[src/rtl/vc_mode_counter.sv]
// Up/down counter with a runtime step, a saturate or wrap policy chosen at
// elaboration, a clamped synchronous load and sticky overflow/underflow flags.
module vc_mode_counter #(
   parameter int p_count_nbits       = 4,
   parameter int p_count_reset_value = 0,
   parameter int p_count_min_value   = 0,
   parameter int p_count_max_value   = 15,
   parameter int p_step_nbits        = 2,
   parameter int p_wrap              = 0
) (
   input  logic                     clk,
   input  logic                     reset,
   input  logic                     clear,
   input  logic                     load,
   input  logic [p_count_nbits-1:0] load_value,
   input  logic                     increment,
   input  logic                     decrement,
   input  logic [p_step_nbits-1:0]  step,
   output logic [p_count_nbits-1:0] count,
   output logic                     count_is_min,
   output logic                     count_is_max,
   output logic                     overflow,
   output logic                     underflow
);

   localparam int W = p_count_nbits + 1;
   typedef logic [W-1:0] wide_t;

   localparam wide_t MIN = wide_t'(p_count_min_value);
   localparam wide_t MAX = wide_t'(p_count_max_value);
   localparam wide_t RST = wide_t'(p_count_reset_value);
   localparam wide_t RNG = wide_t'(p_count_max_value - p_count_min_value + 1);

   if (!(p_count_min_value <= p_count_reset_value &&
         p_count_reset_value <= p_count_max_value &&
         p_count_max_value <= (1 << p_count_nbits) - 1 &&
         (1 << p_step_nbits) - 1 <= p_count_max_value - p_count_min_value + 1)) begin : g_bad_params
      $error("vc_mode_counter: inconsistent parameters");
   end

   logic [p_count_nbits-1:0] count_q, count_d;
   logic                     ovf_q, ovf_d;
   logic                     udf_q, udf_d;

   wide_t cnt_w, step_w, lv_w, up_w, up_wrap_w, dn_w, dn_wrap_w;
   logic  up_over, dn_under;

   // One extra bit keeps sums and the min+step bound from aliasing; the
   // wrapped decrement adds the range before subtracting so it never goes negative.
   always_comb begin
      cnt_w     = {1'b0, count_q};
      step_w    = wide_t'(step);
      lv_w      = {1'b0, load_value};
      up_w      = cnt_w + step_w;
      up_wrap_w = up_w - RNG;
      dn_w      = cnt_w - step_w;
      dn_wrap_w = cnt_w + RNG - step_w;
      up_over   = up_w > MAX;
      dn_under  = cnt_w < (MIN + step_w);

      count_d = count_q;
      ovf_d   = ovf_q;
      udf_d   = udf_q;

      if (clear) begin
         count_d = RST[p_count_nbits-1:0];
         ovf_d   = 1'b0;
         udf_d   = 1'b0;
      end else if (load) begin
         if (lv_w < MIN)      count_d = MIN[p_count_nbits-1:0];
         else if (lv_w > MAX) count_d = MAX[p_count_nbits-1:0];
         else                 count_d = load_value;
      end else if ((increment ^ decrement) && (step != '0)) begin
         if (increment) begin
            if (up_over) begin
               ovf_d   = 1'b1;
               count_d = (p_wrap != 0) ? up_wrap_w[p_count_nbits-1:0] : MAX[p_count_nbits-1:0];
            end else begin
               count_d = up_w[p_count_nbits-1:0];
            end
         end else begin
            if (dn_under) begin
               udf_d   = 1'b1;
               count_d = (p_wrap != 0) ? dn_wrap_w[p_count_nbits-1:0] : MIN[p_count_nbits-1:0];
            end else begin
               count_d = dn_w[p_count_nbits-1:0];
            end
         end
      end
   end

   always_ff @(posedge clk or posedge reset) begin
      if (reset) begin
         count_q <= RST[p_count_nbits-1:0];
         ovf_q   <= 1'b0;
         udf_q   <= 1'b0;
      end else begin
         count_q <= count_d;
         ovf_q   <= ovf_d;
         udf_q   <= udf_d;
      end
   end

   assign count        = count_q;
   assign overflow     = ovf_q;
   assign underflow    = udf_q;
   assign count_is_min = ({1'b0, count_q} == MIN);
   assign count_is_max = ({1'b0, count_q} == MAX);

endmodule

[config.mk]
export PLATFORM = sky130hd
export DESIGN_NAME = vc_mode_counter
export DESIGN_NICKNAME = d
export VERILOG_FILES = /design/src/rtl/vc_mode_counter.sv
export SDC_FILE = /design/constraint.sdc
export NUM_CORES = 1
export LEC_CHECK = 0
export CORE_MARGIN = 4
export CORE_UTILIZATION = 44
export CTS_CLUSTER_SIZE = 30
export DETAILED_ROUTE_END_ITERATION = 7
export PLACE_DENSITY = 0.85
export SYNTH_ARGS = -nofsm -noshare
export SYNTH_HDL_FRONTEND = slang
export SYNTH_SLANG_ARGS = --single-unit
[constraint.sdc]
create_clock -name clk -period 1.94 [get_ports clk]
set_input_delay 0.194 -clock clk [delete_from_list [all_inputs] [get_ports clk]]
set_output_delay 0.194 -clock clk [all_outputs]
set_load 0.03 [all_outputs]
==> metrics, run 1 <==
status=finished, final reports clean; # nets final=118; Die Wd=between 40 and 50 µm; Area contributors post-synth=dfrtp_1 (25%), ha_1 (8.4%), fa_1 (6.7%); fraction of registers with async set or reset after synthesis=1.00; XOR/XNOR Fraction of Synth Area=0; Startpoint Class=flop; Crit Path Category=reg2reg; Post-Synth Simple-Gate Area=0.200; LEAKAGE=0.388 nW; max-slew violations=0; worst hold path type=in2async; Syn Area/Cell=8.21 µm²; initial DRC count=9; Yosys top cell by area=dfrtp_1; average wire per standard cell=14.5 µm; clock root buffer=clkbuf_4; top post-synthesis cells by count=nand2_1 (7), nor2_1 (7), dfrtp_1 (6), inv_1 (6), a21oi_1 (5); CTS buffer count=3; Synth cell types=30; maxcap violations=0; detailed placer's ending HPWL=1.30 mm; I/O Pins=20; most numerous cell on the critical path=inv_1; share of layout cells above drive strength 1=0.232; H-tree depth=1; Routed Antenna Nets=0; Seq/Total Area, Yosys=0.251; PwrDens=533 nW/µm²; Buf+Inv Stages, Crit Path=3; final setup violation count=0; Synth Cell Area=roughly 600 µm²; CP max stage delay=between 0.4 and 0.5 ns; port bufs=19; routed via count=659; Post-synth EDFFs=0; cell row count=13; total chip power=0.000469 W; largest family of logic cells by synthesized area=compound AO/OA/AOI/OAI gates; Reg clk slew, reported paths=~0.050 ns; DRT Pass-1 Iters=4; slew at the pin with the worst max-slew slack=0.371 ns; part of the cycle the worst path needs=0.948; CTS Sinks=6; Synth Area in Compound Gates=0.315; Crit. End Element=flop; Peak Freq=544 MHz; Adder-Cell Fraction of Synth Area=0.150; final hold vios=0; Antenna Diode Count=0; Final Skew=0.00810 ns; vias in the first global route=629; die area=roughly 2000 µm²; first-pass GRT wire length=roughly 2.8 mm; Yosys top cell area share=0.251; cells after synthesis=73; die height=approximately 45 µm; clock period minus worst slack=1.84 ns; CP Cell Sequence=inv_1, ha_1, inv_1, fa_2, buf_4, nor3_1, a22o_1, o31ai_2; Req. time, crit path=approximately 2.1 ns; Main synth FF type=dfrtp_1; via/cell ratio=5.78; Starting Density=0.466; crit path DAT=about 2.0 ns; Post-Route Setup TNS=0 ns; # DRC=0; antenna violations before repair=0; overflow left after global routing=0; largest net degree at the start of global routing=15; CP max-delay cell=dfrtp_2; unrepaired setup endpoints after global routing=no; All-Layer GR Usage=0.185; DRT Wirelength=1.65 mm; Core Box Area=~1300 µm²; synth warn=0; Layout area overhead=47.0%; Largest delay share family, worst path=adder cells; CP max FO=5; clk_lat worst skew=approximately 0.26 ns; Max Buffers Root-to-Sink=2; IR drop worst, VDD=0.411 mV; Seq cells post-synth=6; Max-slew headroom=0.752; Syn Nets=about 90; FILL cells=116; CTS tree=yes; post-synthesis mux area share=0; GP Congestion=between 0.8 and 0.9
-- sequential cells by signal, indices dropped and copies added (netlist names) --
name,flops
count,4
underflow,1
overflow,1
-- kinds of logic (layout without fill, tap and decap cells) --
group | count (synthesis) | count (layout)
buf+inv | 11 | 37
simple gates | 25 | 25
flops | 6 | 6
fa+ha+maj | 6 | 6
compound gates | 25 | 25
-- worst register-to-register path, stage by stage, from the launching register on --
cell     delay [ns]
dfrtp_2        0.43
inv_1          0.09
ha_1           0.16
inv_1          0.07
fa_2           0.39
buf_4          0.16
nor3_1         0.17
a22o_1         0.18
o31ai_2        0.06
-- final timing paths --
check / startpoint / endpoint / slack [ns] / depth (start not counted)
hold reg to reg: underflow / underflow / 0.50 / 2
setup / recovery: count[0] / count[2] / 0.10 / 8
min in group clk: underflow / underflow / 0.50 / 2
hold / removal: reset / overflow / 0.16 / 2
setup reg to reg: count[0] / count[2] / 0.10 / 8
max in group asynchronous: reset / count[0] / 1.56 / 2
-- power breakdown --
group	total (W)	leakage, nW	switching [W]	internal [W]
sequential	0.000143	0.0790	0.0000103	0.000133
combinational	0.000193	0.294	0.000102	0.0000909
clock	0.000133	0.0150	0.0000543	0.0000785
-- per-stage QoR --
step           utilization  setup slack [ns]  hold slack (ns)  cell area (µm²)  instances
6_report             0.685             0.101            0.156              881        114
5_1_grt              0.685            0.0196            0.181              881        114
4_1_cts              0.675            0.0222            0.162              867        114
3_5_place_dp         0.655            -0.181            0.436              842        110
3_3_place_gp         0.655            -0.145            0.430              842        110
2_1_floorplan            -            0.0558          -0.0151              601         73
-- cell usage in the layout, fill, tap and decap left out, drive strengths merged --
cell type | synthesis | final
clkdlybuf4s50 | 0 | 17
buf | 3 | 8
a21oi | 8 | 8
nor2 | 7 | 7
nand2 | 7 | 7
inv | 6 | 6
dfrtp | 6 | 6
o21ai | 6 | 6
ha | 4 | 4
clkbuf | 2 | 4
nor3 | 3 | 3
nor4 | 3 | 3
nor2b | 2 | 2
fa | 2 | 2
and3 | 2 | 2
o31ai | 2 | 2
o22ai | 1 | 1
a21o | 1 | 1
a31oi | 1 | 1
a2111o | 1 | 1
a211oi | 1 | 1
a32oi | 1 | 1
a221oi | 1 | 1
nor3b | 1 | 1
o221ai | 1 | 1
a22o | 1 | 1
dlygate4sd2 | 0 | 1
dlymetal6s2s | 0 | 1
-- repair_timing --
| action | 4_1_cts | 5_1_grt |
|---|---|---|
| buffers inserted | 0 | 0 |
| gates resized for setup | 1 | 4 |
| hold buffers | 0 | 0 |
| endpoints found under the setup margin | 1 | 6 |
-- layer usage --
metal / wire length [µm] / vias to the layer above / part of all wire / global-route usage
met5: 0 / - / 0 / 0
li1: - / 313 / - / -
met2: 800 / 24 / 0.48 / 0.318
met1: 754 / 320 / 0.46 / 0.241
met4: 15 / 0 / 0.0091 / 0.0702
met3: 81 / 2 / 0.049 / 0.0159
-- final cells by class --
class | instances | area, µm² | area share
clock buffer | 4 | 26.3 | 0.0298
tap | 15 | 18.8 | 0.0213
sequential | 6 | 151 | 0.172
multi-input combinational | 56 | 410 | 0.466
inverter | 6 | 22.5 | 0.0256
timing repair buffer | 27 | 251 | 0.286
No activity file was read; power rests on OpenSTA's default activity.
==> inputs of run 2 (changes only) <==
CORE_AREA = 4 4 41 43   (was not set)
CORE_MARGIN = not set   (was 4)
CORE_UTILIZATION = not set   (was 44)
DIE_AREA = 0 0 45 47   (was not set)
HOLD_SLACK_MARGIN = 0.02   (was not set)
PLACE_DENSITY = 0.87   (was 0.85)
clock period = 2.36 ns   (was 1.94 ns; I/O delays follow)
==> metrics, run 2 (synthesis gave the netlist of run 1 again) <==
Post-Route Setup TNS=0 ns (unchanged); FILL cells=107 (-7.8%); PwrDens=441 nW/µm² (-17%); Setup WS post-layout=0.352 ns (+0.250 ns); die area=2120 µm² (+4.9%); I/O Pins=20 (unchanged); max-slew violations=0 (unchanged); unrepaired setup endpoints after global routing=no; clock root buffer=clkbuf_4; Routed Antenna Nets=0 (unchanged); max reg flops=4 (unchanged); DRT Wirelength=1.46 mm (-11%); flop-to-flop setup slack=0.42 ns (+0.32 ns); vias in the first global route=604 (-4.0%); LEAKAGE=0.334 nW (-14%); antenna violations before repair=0 (unchanged); Req. time, crit path=2.12 ns (+0.06 ns); average wire per standard cell=13.9 µm (-3.8%); cts hold-fix bufs=0 (unchanged); power share of the combinational group=0.388 (-0.024); cell row count=13 (unchanged); crit path DAT=1.77 ns (-0.19 ns); CP max FO=14 (+9); Sw Share=0.352 (-0.00412); overflow left after global routing=0 (unchanged); Crit Path Category=reg2out; GP Congestion=0.825 (-2.7%); commonest non-fill, non-tap cell in the layout=clkdlybuf4s50_1; Antenna Diode Count=0 (unchanged); status=finished, final reports clean; Worst Reg-to-Reg Cells=8 (unchanged); first-pass GRT wire length=2.55 mm (-8.4%); Startpoint Class=flop; CTS Sinks=6 (unchanged); initial DRC count=11 (+2); pre-CTS setup slack=0.114 ns (+0.295 ns); worst hold path type=in2async; Final Skew=0.00116 ns (-0.00693 ns); routed via count=619 (-6.1%); clock period minus worst slack=about 2 ns; # nets final=110 (-6.8%); most frequent cells in the layout=clkdlybuf4s50_1 (19), nor2_1 (7), nand2_1 (7); via/cell ratio=5.90 (+2.0%); Max Buffers Root-to-Sink=2 (unchanged); CTS tree=yes; Net Sw Power=0.000125 W (-25%); Layout area overhead=34.0%; Crit. End Element=output pin; setup bufs post-CTS=0 (unchanged); All-Layer GR Usage=0.163 (-0.0227); Die Wd=45 µm (+0.21%); Reg clk slew, reported paths=0.05 ns (about the same); H-tree depth=1 (unchanged); DP Cell Count=102 (-7.3%); CTS buffer count=3 (unchanged); # DRC=0 (unchanged); Finished Layout Cells=105 (-7.9%); final setup violation count=0 (unchanged); IR drop worst, VDD=0.303 mV (-26%); Finished Core Util=0.617 (-0.0682); slew at the pin with the worst max-slew slack=0.504 ns (+0.133 ns); maxcap violations=0 (unchanged); DRT Pass-1 Iters=4 (unchanged); part of the cycle the worst path needs=0.851; final hold vios=0 (unchanged); die height=47 µm (+4.7%); Peak Freq=498 MHz; largest net degree at the start of global routing=16 (+1); port bufs=19 (unchanged); Flop pwr share=0.345 (+0.040); Internal=0.000230 W (-24%); Clk pwr share=0.267 (-0.016); clk_lat worst skew=0.24 ns (-0.02 ns); post_cts resized=0 (-1); share of layout cells above drive strength 1=0.122 (-0.110); Max-slew headroom=0.663 (-0.0890); detailed placer's ending HPWL=1.16 mm (-11%); Core Box Area=1300 µm² (+1.3%); Starting Density=0.461 (-0.00583)
-- run 2: power by group through the flow --
stage               Sequential [W]  Clock [W]  Combinational (W)
finish                    0.000122  0.0000946           0.000137
global route              0.000124   0.000111           0.000150
CTS                       0.000122  0.0000988           0.000137
detailed placement        0.000124          0           0.000136
global placement          0.000123          0           0.000134
floorplan                 0.000129          0          0.0000787
-- run 2: worst paths after layout --
kind	from	endpoint
min in group clk	underflow	underflow
max in group asynchronous	reset	count[2]
worst max register to register	count[0]	count[0]
worst min-delay path	reset	count[1]
worst max-delay path	count[2]	count_is_max
worst min register to register	underflow	underflow
-- run 2: metal layers --
layer / part of all wire / track usage / wire, µm / up-vias
li1: - / - / - / 298
met1: 0.41 / 0.199 / 600 / 286
met2: 0.51 / 0.285 / 749 / 30
met3: 0.055 / 0.0153 / 81 / 5
met4: 0.021 / 0.0819 / 31 / 0
met5: 0 / 0 / 0 / -
-- run 2: per-stage QoR --
step	power [W]	instance area (µm²)	hold WS, ns
after floorplan	0.000207	599	0.0270
after global placement	0.000258	781	0.460
after CTS	0.000358	803	0.200
after detailed placement	0.000260	781	0.462
after global routing	0.000385	803	0.192
final	0.000355	803	0.199
-- run 2: cell type report --
| cell class | instances | area [µm²] | area share |
|---|---|---|---|
| sequential | 6 | 150 | 0.187 |
| timing repair buffer | 19 | 190 | 0.237 |
| tap | 15 | 18.8 | 0.0234 |
| inverter | 6 | 22.5 | 0.0280 |
| clock buffer | 3 | 22.5 | 0.0280 |
| multi-input combinational | 56 | 399 | 0.497 |
-- run 2: worst max-delay path: stages (launching register included) --
cell,delay (ns)
dfrtp_1,0.58
nand2_1,0.09
nor3_1,0.15
clkdlybuf4s50_1,0.71
